[src/rtl/mag_shift_add_mult.sv]
// -----------------------------------------------------------------------------
// mag_shift_add_mult
//
// Sequential sign-magnitude multiplier. It takes two unsigned magnitudes and
// their sign bits, forms the unsigned product by shift-and-add (one multiplier
// bit per cycle, always MAG_WIDTH iterations), then applies the XOR of the signs
// to produce a two's-complement signed product. Valid/ready handshakes on both
// sides let one instance be time-multiplexed across FIR taps.
//
// Ports:
//   clk        in   rising-edge clock
//   rst_n      in   asynchronous active-low reset
//   in_valid   in   operands valid
//   in_ready   out  block can accept operands (high only in IDLE)
//   a_mag      in   [MAG_WIDTH-1:0] unsigned magnitude of A
//   a_sign     in   sign of A (1 = negative)
//   b_mag      in   [MAG_WIDTH-1:0] unsigned magnitude of B
//   b_sign     in   sign of B (1 = negative)
//   out_valid  out  product valid (held until out_ready)
//   out_ready  in   consumer accepts product
//   product    out  [2*MAG_WIDTH:0] signed two's-complement product
//   busy       out  high in any state other than IDLE
// -----------------------------------------------------------------------------
module mag_shift_add_mult #(
  parameter int MAG_WIDTH = 16
) (
  input  logic                   clk,
  input  logic                   rst_n,
  input  logic                   in_valid,
  output logic                   in_ready,
  input  logic [MAG_WIDTH-1:0]   a_mag,
  input  logic                   a_sign,
  input  logic [MAG_WIDTH-1:0]   b_mag,
  input  logic                   b_sign,
  output logic                   out_valid,
  input  logic                   out_ready,
  output logic [2*MAG_WIDTH:0]   product,
  output logic                   busy
);

  localparam int PROD_WIDTH = 2 * MAG_WIDTH + 1;
  localparam int ACC_WIDTH  = 2 * MAG_WIDTH;
  // One extra bit so the counter can represent MAG_WIDTH-1 for any width.
  localparam int CNT_WIDTH  = $clog2(MAG_WIDTH) + 1;
  localparam logic [CNT_WIDTH-1:0] LAST_ITER = CNT_WIDTH'(MAG_WIDTH - 1);

  typedef enum logic [1:0] {
    IDLE = 2'd0,
    RUN  = 2'd1,
    FIX  = 2'd2,
    DONE = 2'd3
  } state_t;

  state_t                 r_state;
  logic [ACC_WIDTH-1:0]   r_mcand;   // multiplicand, shifts left each iteration
  logic [MAG_WIDTH-1:0]   r_mplier;  // multiplier, shifts right each iteration
  logic [ACC_WIDTH-1:0]   r_acc;
  logic                   r_neg;
  logic [CNT_WIDTH-1:0]   r_cnt;
  logic                   r_out_valid;
  logic [PROD_WIDTH-1:0]  r_product;

  logic [PROD_WIDTH-1:0]  w_prod_mag;

  // Magnitude widened by a zero MSB so negation is exact; negating zero gives
  // zero, so a zero magnitude never produces a negative-zero pattern.
  assign w_prod_mag = {1'b0, r_acc};

  // Derived only from registered state: no combinational path from in_valid
  // or out_ready reaches any output.
  assign in_ready  = (r_state == IDLE);
  assign busy      = (r_state != IDLE);
  assign out_valid = r_out_valid;
  assign product   = r_product;

  // NOTE: all state updates use non-blocking assignments so every register
  // samples the pre-edge values of the others, as real flops do.
  always_ff @(posedge clk or negedge rst_n) begin
    if (!rst_n) begin
      r_state     <= IDLE;
      r_mcand     <= '0;
      r_mplier    <= '0;
      r_acc       <= '0;
      r_neg       <= 1'b0;
      r_cnt       <= '0;
      r_out_valid <= 1'b0;
      r_product   <= '0;
    end else begin
      case (r_state)
        IDLE: begin
          if (in_valid) begin
            r_mcand  <= {{MAG_WIDTH{1'b0}}, a_mag};
            r_mplier <= b_mag;
            r_acc    <= '0;
            r_neg    <= a_sign ^ b_sign;
            r_cnt    <= '0;
            r_state  <= RUN;
          end
        end

        RUN: begin
          if (r_mplier[0]) begin
            r_acc <= r_acc + r_mcand;
          end
          r_mcand  <= r_mcand << 1;
          r_mplier <= r_mplier >> 1;
          r_cnt    <= r_cnt + 1'b1;
          // Fixed iteration count keeps latency independent of the data.
          if (r_cnt == LAST_ITER) begin
            r_state <= FIX;
          end
        end

        FIX: begin
          r_product   <= r_neg ? (~w_prod_mag + 1'b1) : w_prod_mag;
          r_out_valid <= 1'b1;
          r_state     <= DONE;
        end

        DONE: begin
          // product keeps its value after the handoff.
          if (out_ready) begin
            r_out_valid <= 1'b0;
            r_state     <= IDLE;
          end
        end

        default: r_state <= IDLE;
      endcase
    end
  end

endmodule

[config.mk]
export PLATFORM = sky130hd
export DESIGN_NAME = mag_shift_add_mult
export DESIGN_NICKNAME = d
export VERILOG_FILES = /design/src/rtl/mag_shift_add_mult.sv
export SDC_FILE = /design/constraint.sdc
export NUM_CORES = 1
export LEC_CHECK = 0
export ABC_CLOCK_PERIOD_IN_PS = 2560
export CAP_MARGIN = 20
export CORE_UTILIZATION = 41
export DETAILED_ROUTE_END_ITERATION = 12
export DONT_BUFFER_PORTS = 1
export SYNTH_ARGS = -nofsm -noshare
export SYNTH_HDL_FRONTEND = slang
export SYNTH_SLANG_ARGS = --single-unit
export TNS_END_PERCENT = 100
[constraint.sdc]
create_clock -name clk -period 2.56 [get_ports clk]
set_input_delay 0.512 -clock clk [delete_from_list [all_inputs] [get_ports clk]]
set_output_delay 0.512 -clock clk [all_outputs]
set_load 0.02 [all_outputs]
## Word-level counts from Yosys, hierarchy flattened

Cells that the tools add are included.

- Flip-flop bits (word level): 122
- Latch bits: 0
- Memory bits (writable): 0
- ROM bits: 0
- Bits of input ports: 38
- Output and inout bits: 36
- Memories kept: 0

- Add/subtract/negate cells: 3
- Multiply operators: 0
- Div/mod/pow operators: 0
- Magnitude comparators: 0
- Equality and inequality tests: 8
- Shifts and indexed selects: 0
- Multiplexer cells: 16
- Bitwise operators: 2
- Reductions and logical operators: 9

Operator list:

| kind | count |
|---|---|
| one-hot mux 32 bit (2 select lines) | 2 |
| 2-to-1 mux 32 bit | 3 |
| adder 33 x 1 -> 33 bit (second input constant) | 1 |
| 2-to-1 mux 33 bit | 1 |
| NOT 32 -> 33 bit | 1 |
| adder 32 bit | 1 |
| one-hot mux 16 bit (2 select lines) | 1 |
| 2-to-1 mux 16 bit | 1 |
| one-hot mux 5 bit (2 select lines) | 1 |
| inequality test 2 bit (second input constant) | 4 |
| one-hot mux 2 bit (4 select lines) | 1 |
| 2-to-1 mux 2 bit | 3 |
| AND reduction 2 bit | 3 |
| AND reduction 3 bit | 2 |
| nonzero test 2 bit | 3 |
| adder 5 x 1 -> 5 bit (second input constant) | 1 |
| equality test 5 x 4 -> 1 bit (second input constant) | 1 |
| 2-to-1 mux 5 bit | 1 |
| equality test 2 bit (second input constant) | 2 |
| equality test 2 x 1 -> 1 bit (second input constant) | 1 |
| zero test 2 bit | 1 |
| one-hot mux 1 bit (2 select lines) | 1 |
| 2-to-1 mux 1 bit | 1 |
| XOR 1 bit | 1 |

## Longest topological paths before layout

Gate-level depths: netlist of run 1.

- Depth in word-level cells: 3
- Mapped depth: 11

## Least setup slack after synthesis of run 1

No wires, ideal clock.

- Path kind: reg-to-reg
- Start point: register r_acc[10]
- End point: register r_acc[31]
- Library setup time: 69 ps
- Data arrival time: 2537 ps
- Data required time: 2491 ps
- Setup slack: -46 ps
- Stages on the path, launching flop included: 11
- Path buffers: 1
- Period minus slack after synthesis: 2606 ps
- Path through: dfrtp_1 -> ha_1 -> clkbuf_1 -> a21oi_1 -> o21ai_0 -> a41oi_1 -> o211ai_1 -> a311o_1 -> and3_1 -> or4_1 -> nand3_1

- Word-level cells in the longest chain between the ends: 3

RTL lines:

| what | RTL line | RTL |
|---|---|---|
| from (decl) | 57 | `logic [ACC_WIDTH-1:0] r_acc;` |
| from (signal assigned) | 103 | `r_acc <= r_acc + r_mcand;` |
| adder 32 bit | 103 |  |
| 2-to-1 mux 32 bit | 102 | `if (r_mplier[0]) begin` |
| one-hot mux 32 bit (2 select lines) | 89 | `case (r_state)` |

No other way between the ends. The select of a mux whose other input is x is not followed.
A chain may end at the register's enable or synchronous reset.

## Worst setup path after layout of run 1

- Start point: register r_acc[16]
- End point: register r_product[29] (netlist: product[29])

- Word-level cells in the longest chain between the ends: 3

RTL lines:

| what | RTL line | RTL |
|---|---|---|
| NOT 32 -> 33 bit | 115 | `r_product <= r_neg ? (~w_prod_mag + 1'b1) : w_prod_mag;` |
| adder 33 x 1 -> 33 bit | 115 |  |
| 2-to-1 mux 33 bit | 115 |  |
| to (signal assigned) | 115 |  |
| to (decl) | 61 | `logic [PROD_WIDTH-1:0] r_product;` |

No other way between the ends.

==> results.sh, run 1 <==
export IMPL_die_area_um2=18080
export IMPL_fmax_mhz=383.3
export IMPL_vias_per_cell=5.434
export IMPL_seq_area_um2=3053
export IMPL_port_buffers=0
export IMPL_synth_top_cell_by_area="dfrtp_1"
export IMPL_placedCellCount=1082
export IMPL_fp_dieH_um=134.5
export IMPL_synthCells=767
export IMPL_critPathRequiredTime_ps=2860
export IMPL_min_period_ps=2609
export IMPL_rsz0062_at_grt="true"
export IMPL_nets=957
export IMPL_cts_inserted_buffers=17
export IMPL_synth_top_area_share=0.4244
export IMPL_synth_area_um2=7193
export IMPL_synth_seq_cells=122
export IMPL_ir_drop_uv=675.4
export IMPL_clkPwrFrac=0.198
export IMPL_setup_viol=6
export IMPL_synthArstFlopShare=1.000
export IMPL_antenna_cells=0
export IMPL_place_hpwl_mm=13.91
export IMPL_worst_setup_path_type="reg -> reg"
export IMPL_ys_seq_area_frac=0.4244
export IMPL_tightest_slew_ps=628.5
export IMPL_clk_latency_ps=420
export IMPL_r2r_cells=8
export IMPL_grt_usage=0.2275
export IMPL_sequentialPowerShare=0.282
export IMPL_violations="negative hold slack, negative setup slack"
export IMPL_routed_wl_mm=19.30
export IMPL_post_drt_wl_per_cell_um=17.26
export IMPL_cts_root_buf="clkbuf_16"
export IMPL_layout_setup_ws_ps=-49.14
export IMPL_multiInputGateArea_um2=4252
export IMPL_finalHoldViolCount=122
export IMPL_yosysWarnings=0
export IMPL_cts_sinks=122
export IMPL_swShare=0.4205
export IMPL_areaGrowthSynthToFinish_pct=29.08
export IMPL_place_congestion=0.9239
export IMPL_grt_pass1_vias=6199
export IMPL_start_util=0.4173
export IMPL_route_detailed_drc=0
export IMPL_cp_arrival_ps=2910
export IMPL_leakage_nw=4.345
export IMPL_switchingPower_mw=5.344
export IMPL_hold_class="in -> async"
export IMPL_final_common_cell="buf_4"
export IMPL_place_area_um2=8332
export IMPL_cp_start_kind="register"
export IMPL_rr_startpoint="r_acc[16]"
export IMPL_synth_edf_count=0
export IMPL_cap_violations=0
export IMPL_grt_pass1_wl_mm=31.92
export IMPL_firstDrtPassIters=5
export IMPL_endpoint_kind="register"
export IMPL_hold_slack_ps=-211.7
export IMPL_cp_max_fo=4
export IMPL_ios=74
export IMPL_synthDistinctLibCells=60
export IMPL_slew_viol_final=0
export IMPL_final_area_um2=9285
export IMPL_final_cells=1118
export IMPL_timing_rr_end="product[29]"
export IMPL_htree_num_levels=4
export IMPL_layout_common_cells="buf_4, dfrtp_1, nand2_1, o21ai_0, a21oi_1"
export IMPL_dr_total_vias=6075
export IMPL_fin_skew_ps=8.206
export IMPL_cts_path_max_buffers=2
export IMPL_coreArea_um2=17240
export IMPL_syn_num_nets=844
export IMPL_ant_nets=0
export IMPL_rrSetupSlack_ps=-50
export IMPL_cell_internal_pwr_mw=7.364
export IMPL_fp_dieW_um=134.5
export IMPL_overflow=0
export IMPL_period_share=1.019
export IMPL_p_per_area_nw_per_um2=1369
export IMPL_fin_util=0.5387
export IMPL_antenna_found_initial=0
export IMPL_avgSynthCellArea_um2=9.378
export IMPL_grt_max_degree=123
export IMPL_outcome="complete, but fails checks"
export IMPL_n_fill_cell=1537
export IMPL_rows=48
export IMPL_dr_first_iter_drc_count=228
export IMPL_cts_tree="built"
export IMPL_ys_top_cells_by_area="dfrtp_1, ha_1, o21ai_0, nand2_1, xor2_1"
export IMPL_drive_above_1_share=0.2598
export IMPL_slew_headroom=0.5810
export IMPL_synth_ff_type="dfrtp_1"
export IMPL_clkTransAtPathRegs_ps=60
export IMPL_combPwrFrac=0.519
## repair_timing
action                                 in CTS  in global routing
setup endpoints to repair                  19                 21
setup buffers                               3                  1
endpoints found under the hold margin     122                122
gates resized for setup                    21                 43
pin swaps                                  11                 15
## worst max-delay path, stage by stage (launching register included)
cell,delay [ps]
dfrtp_1,430
or4_4,540
or2_4,250
or3_4,360
o41ai_4,260
buf_4,200
nand2_2,50
xor2_1,150
mux2_2,260
## area by class of cell
| type | instances | share of cell area |
|---|---|---|
| Timing Repair Buffer | 131 | 0.1081 |
| Clock inverter | 13 | 0.01806 |
| Clock buffer | 19 | 0.04878 |
| Tap cell | 225 | 0.03032 |
| Multi-Input combinational cell | 588 | 0.4579 |
| Sequential cell | 122 | 0.3288 |
| Inverter | 20 | 0.008085 |
## Yosys cell counts, drive strengths merged (3+ instances only)
cell type / count
a211oi: 3
ha: 38
o21ai: 91
o41ai: 6
mux2: 9
a21boi: 3
o21bai: 3
a31oi: 6
nand2: 99
o31ai: 11
xnor2: 18
or3: 7
a22o: 20
buf: 7
nor3: 7
dfrtp: 122
nand4: 3
a21oi: 58
and2: 5
mux2i: 34
xor2: 39
clkbuf: 30
o211ai: 9
nor2b: 5
nor2: 44
nand3: 9
a2bb2oi: 3
inv: 20
and3: 7
a21o: 15
nand2b: 4
or4: 5
## state kept, by name (all words and copies together), names as in the netlist
| signal | cells |
|---|---|
| out_valid | 1 |
| product | 33 |
| r_acc | 32 |
| r_cnt | 5 |
| r_mcand | 32 |
| r_mplier | 16 |
| r_neg | 1 |
| r_state | 2 |
## metrics by stage
stage	setup WS [ps]	setup TNS, ps	total power [mW]
2_1_floorplan	0.07394	0	7.290
3_3_place_gp	-115.0	-667.1	9.500
3_5_place_dp	-170.7	-1246	9.669
4_1_cts	-35.37	-141.5	12.48
5_1_grt	-157.9	-854.3	13.65
6_report	-49.14	-182.5	12.71
## routing by layer
| metal | wire, µm | track usage | vias to the layer above |
|---|---|---|---|
| met4 | 439 | 0.08240 | 0 |
| met1 | 8795 | 0.2911 | 2941 |
| li1 | - | - | 2983 |
| met2 | 9474 | 0.3831 | 119 |
| met3 | 593 | 0.04354 | 32 |
| met5 | 0 | 0 | - |
## worst max path at each step
| stage | from | to | slack, ps | cells past startpoint |
|---|---|---|---|---|
| floorplan | r_acc[10] | r_acc[31] | 0.07 | 10 |
| global placement | r_mcand[0] | r_acc[28] | -110 | 12 |
| detailed placement | r_mcand[0] | r_acc[28] | -170 | 12 |
| CTS | r_acc[16] | product[26] | -40 | 7 |
| global route | r_acc[16] | product[30] | -160 | 7 |
| finish | r_acc[16] | product[29] | -50 | 8 |
## power groups by stage
stage | Combinational [mW] | Sequential [mW] | Clock [mW]
floorplan | 3.83 | 3.46 | 0
global placement | 5.94 | 3.56 | 0
detailed placement | 6.08 | 3.59 | 0
CTS | 6.34 | 3.58 | 2.56
global route | 7.31 | 3.69 | 2.66
finish | 6.60 | 3.59 | 2.52
## cells by family after synthesis
kind of cell | after synthesis | share of synthesized area
buf+inv | 57 | 0.02974
compound gates | 247 | 0.2186
flops | 122 | 0.4244
fa+ha+maj | 39 | 0.06888
mux | 43 | 0.06140
xor+xnor | 57 | 0.06940
simple gates | 202 | 0.1275
Note: power is estimated with default switching activity, not from simulation.
==> run 2, diff against run 1 <==
Settings changed: ABC_CLOCK_PERIOD_IN_PS 2560 to 2400.
Clock period 2.56 ns to 2.4 ns, I/O delays scaled along.
==> run 2 against run 1 <==
Net effect:
- the flow still finishes with violations (negative hold slack, negative setup slack)
- utilization up 3.1 points
- worst hold slack got worse by 32 ps
- non-clock buffer count is 48 higher
- sequential power up 6.1%
- total power increased by 10%
- design area increased by 5.7%
- clock power is 8.3% higher
- count of clock-buffer cells in the layout fell by 1
- wire length grew 3.2%
- fmax grew 2.2%
==> results.sh, run 2 (synthesis results as in run 1) <==
export IMPL_routed_wl_mm=19.92
export IMPL_vias_per_cell=5.436
export IMPL_cap_violations=0
export IMPL_hold_class="in -> async"
export IMPL_outcome="complete, but fails checks"
export IMPL_finalHoldViolCount=122
export IMPL_power_mw=14.02
export IMPL_dr_total_vias=6333
export IMPL_endpoint_kind="register"
export IMPL_sequentialPowerShare=0.272
export IMPL_place_area_um2=8618
export IMPL_areaGrowthSynthToFinish_pct=36.46
export IMPL_slew_viol_final=0
export IMPL_layout_common_cells="buf_4, dfrtp_1, nand2_1, o21ai_0, a21oi_1"
export IMPL_cell_internal_pwr_mw=8.283
export IMPL_hold_slack_ps=-243.3
export IMPL_cp_max_fo=3
export IMPL_firstDrtPassIters=4
export IMPL_grt_pass1_vias=6319
export IMPL_final_common_cell="buf_4"
export IMPL_ir_drop_uv=806.5
export IMPL_dr_first_iter_drc_count=294
export IMPL_coreArea_um2=17240
export IMPL_fp_dieW_um=134.5
export IMPL_period_share=1.064
export IMPL_ios=74
export IMPL_cts_path_max_buffers=2
export IMPL_critPathRequiredTime_ps=2750
export IMPL_drive_above_1_share=0.3138
export IMPL_largest_reg_flops=33
export IMPL_post_drt_wl_per_cell_um=17.10
export IMPL_worst_setup_path_type="reg -> reg"
export IMPL_port_buffers=0
export IMPL_htree_num_levels=4
export IMPL_rows=48
export IMPL_final_cells=1165
export IMPL_tightest_slew_ps=630.4
export IMPL_start_util=0.4173
export IMPL_fmax_mhz=391.6
export IMPL_cp_start_kind="register"
export IMPL_leakage_nw=4.636
export IMPL_die_area_um2=18080
export IMPL_switchingPower_mw=5.734
export IMPL_antenna_cells=0
export IMPL_grt_max_degree=123
export IMPL_antenna_found_initial=0
export IMPL_fp_dieH_um=134.5
export IMPL_min_period_ps=2553
export IMPL_clk_latency_ps=420
export IMPL_rsz0062_at_grt="true"
export IMPL_cts_root_buf="clkbuf_16"
export IMPL_cts_inserted_buffers=17
export IMPL_cp_arrival_ps=2900
export IMPL_place_congestion=0.9085
export IMPL_overflow=0
export IMPL_cts_sinks=122
export IMPL_combPwrFrac=0.533
export IMPL_p_per_area_nw_per_um2=1428
export IMPL_placedCellCount=1113
export IMPL_fin_skew_ps=9.401
export IMPL_ant_nets=0
export IMPL_final_area_um2=9816
export IMPL_place_hpwl_mm=14.52
export IMPL_clkTransAtPathRegs_ps=60
export IMPL_layout_setup_ws_ps=-153.5
export IMPL_violations="negative hold slack, negative setup slack"
export IMPL_rr_startpoint="r_acc[15]"
export IMPL_slew_headroom=0.5797
export IMPL_cts_tree="built"
export IMPL_setup_viol=15
export IMPL_route_detailed_drc=0
export IMPL_nets=1005
export IMPL_swShare=0.4091
export IMPL_clkPwrFrac=0.195
export IMPL_grt_usage=0.2292
export IMPL_grt_pass1_wl_mm=32.23
export IMPL_critPathLaunch="r_acc[15]"
## run 2: path summary, 6_finish.rpt
kind                                    end  slack, ps  cells past startpoint
worst min register to register  r_mplier[2]        480                      2
worst min-delay path            product[21]       -240                      0
worst max-delay path              r_acc[31]       -150                     10
worst max register to register    r_acc[31]       -150                     10
min in group clk                      r_neg        160                      1
max in group asynchronous       r_mcand[20]       2330                      0
## run 2: per-layer routing
layer	vias to the layer above	track usage	share of wire
met4	0	0.06679	0.013
met1	3076	0.3254	0.49
met5	-	0	0
li1	3082	-	-
met3	20	0.05068	0.052
met2	155	0.3497	0.44
## run 2: area by class of cell
type | instances | area (µm²)
sequential | 122 | 3055
multi-input combinational | 588 | 4395
clock buffer | 18 | 429.2
timing repair buffer | 179 | 1386
tap | 225 | 281.5
fill | 1417 | 7421
clock inverter | 13 | 192.7
inverter | 20 | 75.07
## run 2: worst max-delay path: stages (launching register included)
cell and delay, ps:
dfrtp_1 400, buf_6 140, ha_4 270, nand4_1 170, nor2_2 210, nand2_2 90, o211ai_1 320, a311o_1 250
a21oi_1 90, or4_1 470, nand3_1 80
## run 2: power groups by stage
| stage | clock network [mW] | registers (mW) | logic, mW |
|---|---|---|---|
| after floorplan | 0 | 3.70 | 4.18 |
| after global placement | 0 | 3.78 | 6.45 |
| after global routing | 2.87 | 3.91 | 8.23 |
| after CTS | 2.79 | 3.78 | 7.08 |
| after detailed placement | 0 | 3.80 | 6.63 |
| final | 2.73 | 3.81 | 7.48 |
## run 2: timing repair
item                                   in CTS  in global routing
pin swaps                                  19                 25
buffers inserted                           13                 10
endpoints found under the hold margin     122                122
gates resized for setup                    43                 45
setup endpoints to repair                  21                 25
## run 2: metrics by stage
stage	util	hold WS, ps	setup TNS (ps)	setup slack [ps]
finish	0.5695	-243.3	-991.0	-153.5
global route	0.5695	-269.4	-2754	-254.3
CTS	0.5533	-269.3	-672.0	-129.1
detailed placement	0.5000	187.5	-2524	-213.1
global placement	0.5000	187.4	-2030	-178.5
floorplan	-	184.4	-211.0	-101.0
